===== src/rtl/addbit_serial_ctrl.sv =====
// Bit-serial add/subtract sequencer: one addbit cell walks the operands LSB first
// through a registered carry, with valid/ready handshakes on operands and result.

module addbit (
    input  logic cin,
    input  logic a,
    input  logic b,
    output logic sum,
    output logic cout
);
    assign sum  = a ^ b ^ cin;
    assign cout = (a & b) | (cin & (a ^ b));
endmodule

module addbit_serial_ctrl_chk (
    input logic clk,
    input logic rst,
    input logic in_ready,
    input logic out_valid
);
    // Operand and result handshakes must never be offered together.
    a_hs_exclusive: assert property (@(posedge clk) disable iff (rst) !(in_ready && out_valid));
endmodule

module addbit_serial_ctrl #(
    parameter int WIDTH = 8
) (
    input  logic             clk,
    input  logic             rst,
    input  logic             in_valid,
    output logic             in_ready,
    input  logic [WIDTH-1:0] a,
    input  logic [WIDTH-1:0] b,
    input  logic             sub,
    output logic             out_valid,
    input  logic             out_ready,
    output logic [WIDTH-1:0] sum,
    output logic             cout,
    output logic             ovf
);
    localparam int CNT_W = $clog2(WIDTH);
    localparam logic [CNT_W-1:0] LAST_CNT = CNT_W'(WIDTH - 1);
    localparam logic [CNT_W-1:0] CNT_ONE  = CNT_W'(1);

    typedef enum logic [1:0] {
        IDLE = 2'd0,
        RUN  = 2'd1,
        DONE = 2'd2
    } state_t;

    state_t             state_r;
    state_t             next_state_s;
    logic               accept_s;
    logic               last_bit_s;

    logic [WIDTH-1:0]   a_sh_r;
    logic [WIDTH-1:0]   b_sh_r;
    logic [WIDTH-2:0]   res_r;
    logic [WIDTH-1:0]   res_next_s;
    logic               carry_r;
    logic [CNT_W-1:0]   cnt_r;

    logic               cell_sum_s;
    logic               cell_cout_s;

    logic               in_ready_r;
    logic               out_valid_r;
    logic [WIDTH-1:0]   sum_r;
    logic               cout_r;
    logic               ovf_r;

    addbit u_cell (
        .cin  (carry_r),
        .a    (a_sh_r[0]),
        .b    (b_sh_r[0]),
        .sum  (cell_sum_s),
        .cout (cell_cout_s)
    );

    // Result bits enter at the MSB side; the oldest bit ends up at bit 0 after WIDTH shifts.
    assign res_next_s = {cell_sum_s, res_r};

    // Next-state and per-cycle control decode.
    always_comb begin
        next_state_s = state_r;
        accept_s     = 1'b0;
        last_bit_s   = 1'b0;
        case (state_r)
            IDLE: begin
                if (in_valid && in_ready_r) begin
                    accept_s     = 1'b1;
                    next_state_s = RUN;
                end else begin
                    next_state_s = IDLE;
                end
            end
            RUN: begin
                if (cnt_r == LAST_CNT) begin
                    last_bit_s   = 1'b1;
                    next_state_s = DONE;
                end else begin
                    next_state_s = RUN;
                end
            end
            DONE: begin
                if (out_ready) begin
                    next_state_s = IDLE;
                end else begin
                    next_state_s = DONE;
                end
            end
            default: begin
                next_state_s = IDLE;
            end
        endcase
    end

    // State register.
    always_ff @(posedge clk) begin
        if (rst) begin
            state_r <= IDLE;
        end else begin
            state_r <= next_state_s;
        end
    end

    // Handshake outputs are registered from the next state so they line up with it.
    always_ff @(posedge clk) begin
        if (rst) begin
            in_ready_r  <= 1'b1;
            out_valid_r <= 1'b0;
        end else begin
            in_ready_r  <= (next_state_s == IDLE);
            out_valid_r <= (next_state_s == DONE);
        end
    end

    // Operand shifters, carry and bit counter; subtract is a + ~b + 1.
    always_ff @(posedge clk) begin
        if (rst) begin
            a_sh_r  <= '0;
            b_sh_r  <= '0;
            res_r   <= '0;
            carry_r <= 1'b0;
            cnt_r   <= '0;
        end else if (accept_s) begin
            a_sh_r  <= a;
            b_sh_r  <= sub ? ~b : b;
            carry_r <= sub;
            cnt_r   <= '0;
        end else if (state_r == RUN) begin
            a_sh_r  <= {1'b0, a_sh_r[WIDTH-1:1]};
            b_sh_r  <= {1'b0, b_sh_r[WIDTH-1:1]};
            res_r   <= res_next_s[WIDTH-1:1];
            carry_r <= cell_cout_s;
            // Counter parks at the last index instead of wrapping.
            cnt_r   <= last_bit_s ? cnt_r : (cnt_r + CNT_ONE);
        end
    end

    // Result capture on the final bit; held through DONE and the following IDLE.
    always_ff @(posedge clk) begin
        if (rst) begin
            sum_r  <= '0;
            cout_r <= 1'b0;
            ovf_r  <= 1'b0;
        end else if (last_bit_s) begin
            sum_r  <= res_next_s;
            cout_r <= cell_cout_s;
            ovf_r  <= carry_r ^ cell_cout_s;
        end
    end

    assign in_ready  = in_ready_r;
    assign out_valid = out_valid_r;
    assign sum       = sum_r;
    assign cout      = cout_r;
    assign ovf       = ovf_r;

    addbit_serial_ctrl_chk u_chk (
        .clk       (clk),
        .rst       (rst),
        .in_ready  (in_ready_r),
        .out_valid (out_valid_r)
    );

endmodule


===== config.mk =====
export PLATFORM = sky130hd
export DESIGN_NAME = addbit_serial_ctrl
export DESIGN_NICKNAME = d
export VERILOG_FILES = /design/src/rtl/addbit_serial_ctrl.sv
export SDC_FILE = /design/constraint.sdc
export NUM_CORES = 1
export LEC_CHECK = 0
export ABC_CLOCK_PERIOD_IN_PS = 1500
export CAP_MARGIN = 15
export CELL_PAD_IN_SITES_DETAIL_PLACEMENT = 0
export CELL_PAD_IN_SITES_GLOBAL_PLACEMENT = 1
export CORE_ASPECT_RATIO = 0.8
export CORE_MARGIN = 5
export CORE_UTILIZATION = 40
export CTS_CLUSTER_DIAMETER = 150
export CTS_CLUSTER_SIZE = 20
export DETAILED_ROUTE_END_ITERATION = 12
export DONT_BUFFER_PORTS = 1
export PLACE_DENSITY = 0.79
export SLEW_MARGIN = 20
export SYNTH_ARGS = -nofsm -noshare
export SYNTH_HDL_FRONTEND = slang
export SYNTH_SLANG_ARGS = --single-unit

===== constraint.sdc =====
create_clock -name clk -period 1.5 [get_ports clk]
set_input_delay 0.15 -clock clk [delete_from_list [all_inputs] [get_ports clk]]
set_output_delay 0.15 -clock clk [all_outputs]
set_load 0.1 [all_outputs]

==> reports/results.ini <==
[status]
status=finished, final reports clean

[layout]
fin_cells=267
area_growth_pct=16.8
drive_above_1_share_pct=16.2
fin_nets=234
fin_area_sq_mm=0.00200
diodes=0

[critical_path]
cp_num_buf_inv=1
rr_worst_depth=6
required_ns=1.71
arrival_ns=1.58
slowest_delay_ns=0.35
crit_chain=ha_2 > ha_4 > and3b_2 > buf_4 > nand2_1 > a21oi_1
critPathLaunchType=flip-flop
critPathKind=flip-flop to flip-flop
cp_max_fo=6
reg2reg_from=cnt_r[0]
rrSetupSlack_ns=0.13
worstReg2RegEnd=sum[6]
cpLargestDelayFamily=flip-flops
cpMaxStageDelayCell=dfxtp_1
path_depth=6
endpoint_kind=flip-flop

[hold_path]
min-delay-path-class=input pin to flip-flop
hold_depth=2
worstHoldStart=a[5]
worstHoldEndpoint=a_sh_r[5]

[grt]
antenna_found_initial=0
grt-ovfl-total=0
grt_pass1_vias=1322
track_usage_pct=13.8
grt_pass1_wl_microns=6110
grt_start_max_net_pins=40

[cts]
htree_num_levels=2
clock_path_buffers=2
insertion_delay_ns=0.29
root_buffer=clkbuf_8
clk_pin_slew_ns=0.07
post_cts_buffers=0
cts_tree=built
cts_buffers=5
cts_sinks=41

[place]
place.gp.congestion=0.781
numPlacedInstances=258
place.port_buffers=0
dp_hpwl_microns=2510
placed_cell_area_sq_mm=0.00187

[synthesis]
yosysSeqAreaShare_pct=47.8
synthArstFlopShare_pct=0
yosys-top-cells-area=dfxtp_1, nand2_1, a21oi_1
synth_compound_area_share_pct=16.8
yosys.area_share.xor_xnor_pct=5.11
synthCells=197
yosys_register_bits=41
synth_area_sq_mm=0.00172
yosysMostFrequentCell=nand2_1
synth_top_family_by_area=simple AND/OR/NAND/NOR gates
synth.area.mux_share_pct=1.17
synth.distinct_cells=28
synthDominantCellAreaShare_pct=47.8
syn_avg_cell_area_sq_um=8.71
synth_fa_ha_area_share_pct=2.63
synth_largest_area_cell=dfxtp_1
synth-edff-count=0
netlist_top_cells_count=nand2_1, dfxtp_1, a21oi_1, nor2_1, xor2_1
synth_nets=221
synth-simple-area-share_pct=21.5
synthFlopType=dfxtp_1
yosys_warnings=0

[drt]
detail_route.wl_per_cell_microns=13.9
vias=1389
firstDrtPassIters=4
drc=0
totalWireLength_microns=3720
vias_per_cell=5.20
initialDrtViolationCount=83
ant_nets=0

[sta]
rsz0062_at_grt=no
skew_ns=0.00297
period_needed_ns=1.37
slew_violations=0
fin_crit_sh_pct=91.3
fmax_mhz=730
max_slew_margin_pct=81.5
hold_viol=0
setup_viol=0
worst_pin_slew_ns=0.277
tns_ns=0

[flow_run]
drv_cap=0

[floorplanning]
chipHeight_microns=68.6
die_w_microns=83.2
core_area_sq_mm=0.00418
start_util_pct=41.1
die_area_sq_mm=0.00571
ios=33
rows=21

[pwr]
vdd_drop_max_mv=0.451
power_uw=2200
power_density_mw_per_mm2=1100
p_leak_uw=0.000712

report_power, final:
part	switching [uW]	internal, uW	total, uW
Sequential	37.6	1150	1180
Clock	352	365	717
Combinational	173	128	301
Total	562	1640	2200
registers in the layout (all words and copies together), names as in the netlist, 2 cells and up:
name,cells
a_sh_r,8
b_sh_r,8
cnt_r,3
res_r,7
state_r,2
sum,8
cells in the final DEF, fill, tap and decap left out:
master         netlist  layout
a211oi_1             5       5
a21oi_1             29      29
a22oi_1              5       5
a311oi_1             5       5
a311oi_2             1       1
and2b_1              1       1
and3b_2              0       1
and4bb_1             1       1
buf_12               0       3
buf_4                3      17
clkbuf_1             4       1
clkbuf_8             0       6
dfxtp_1             41      40
dfxtp_2              0       1
dlygate4sd3_1        0       1
fa_1                 1       1
ha_2                 0       1
ha_4                 0       1
mux2i_1              2       2
nand2_1             50      50
nand2b_1             1       1
nand3_1              7       7
nand3b_1             1       1
nand4bb_2            1       1
nor2_1              12      12
nor3_1               3       3
nor3b_4              1       1
o21ba_2              1       1
or3b_1               1       1
xnor2_1              2       2
xor2_1               8       8
routing by layer:
metal	GRT usage, %	share of wire [%]	vias to the layer above
met1	16.7	45	643
met5	0	0	-
met2	22.4	46	47
met4	6.53	1.6	0
li1	-	-	693
met3	4.63	7.9	6
cells by family after synthesis:
| kind of cell | Yosys count |
|---|---|
| AO/OA/AOI/OAI | 46 |
| adder cells (fa/ha/maj) | 3 |
| flip-flops | 41 |
| buffers and inverters | 15 |
| multiplexers | 2 |
| AND/OR/NAND/NOR | 80 |
| XOR/XNOR | 10 |
metrics by stage:
| stage | setup slack (ns) | util, % | hold slack (ns) |
|---|---|---|---|
| 5_1_grt | 0.0146 | 48.0 | 0.0375 |
| 3_3_place_gp | 0.119 | 44.8 | 0.225 |
| 6_report | 0.130 | 48.0 | 0.0412 |
| 2_1_floorplan | 0.0478 | - | 0.286 |
| 4_1_cts | 0.0473 | 47.6 | 0.0346 |
| 3_5_place_dp | 0.0663 | 44.8 | 0.228 |
worst max path at each step:
stage	start	endpoint	slack, ns
floorplan	in_ready	carry_r	0.05
CTS	cnt_r[0]	sum[6]	0.05
detailed placement	cnt_r[0]	sum[3]	0.07
finish	cnt_r[0]	sum[6]	0.13
global route	cnt_r[1]	sum[6]	0.01
global placement	cnt_r[0]	cnt_r[1]	0.12
what timing repair did:
action	4_1_cts	5_1_grt
gates resized for setup	1	3
cloned	0	0
hold endpoints to repair	39	0
setup endpoints to repair	1	6
hold buffers	2	0
final cells by class:
cell class | instances | area (sq um)
Timing Repair Buffer | 21 | 198
Sequential cell | 41 | 822
Tap cell | 57 | 71.3
Fill cell | 407 | 2170
Clock buffer | 7 | 86.3
Multi-Input combinational cell | 141 | 827
No activity file was read; power rests on OpenSTA's default activity.
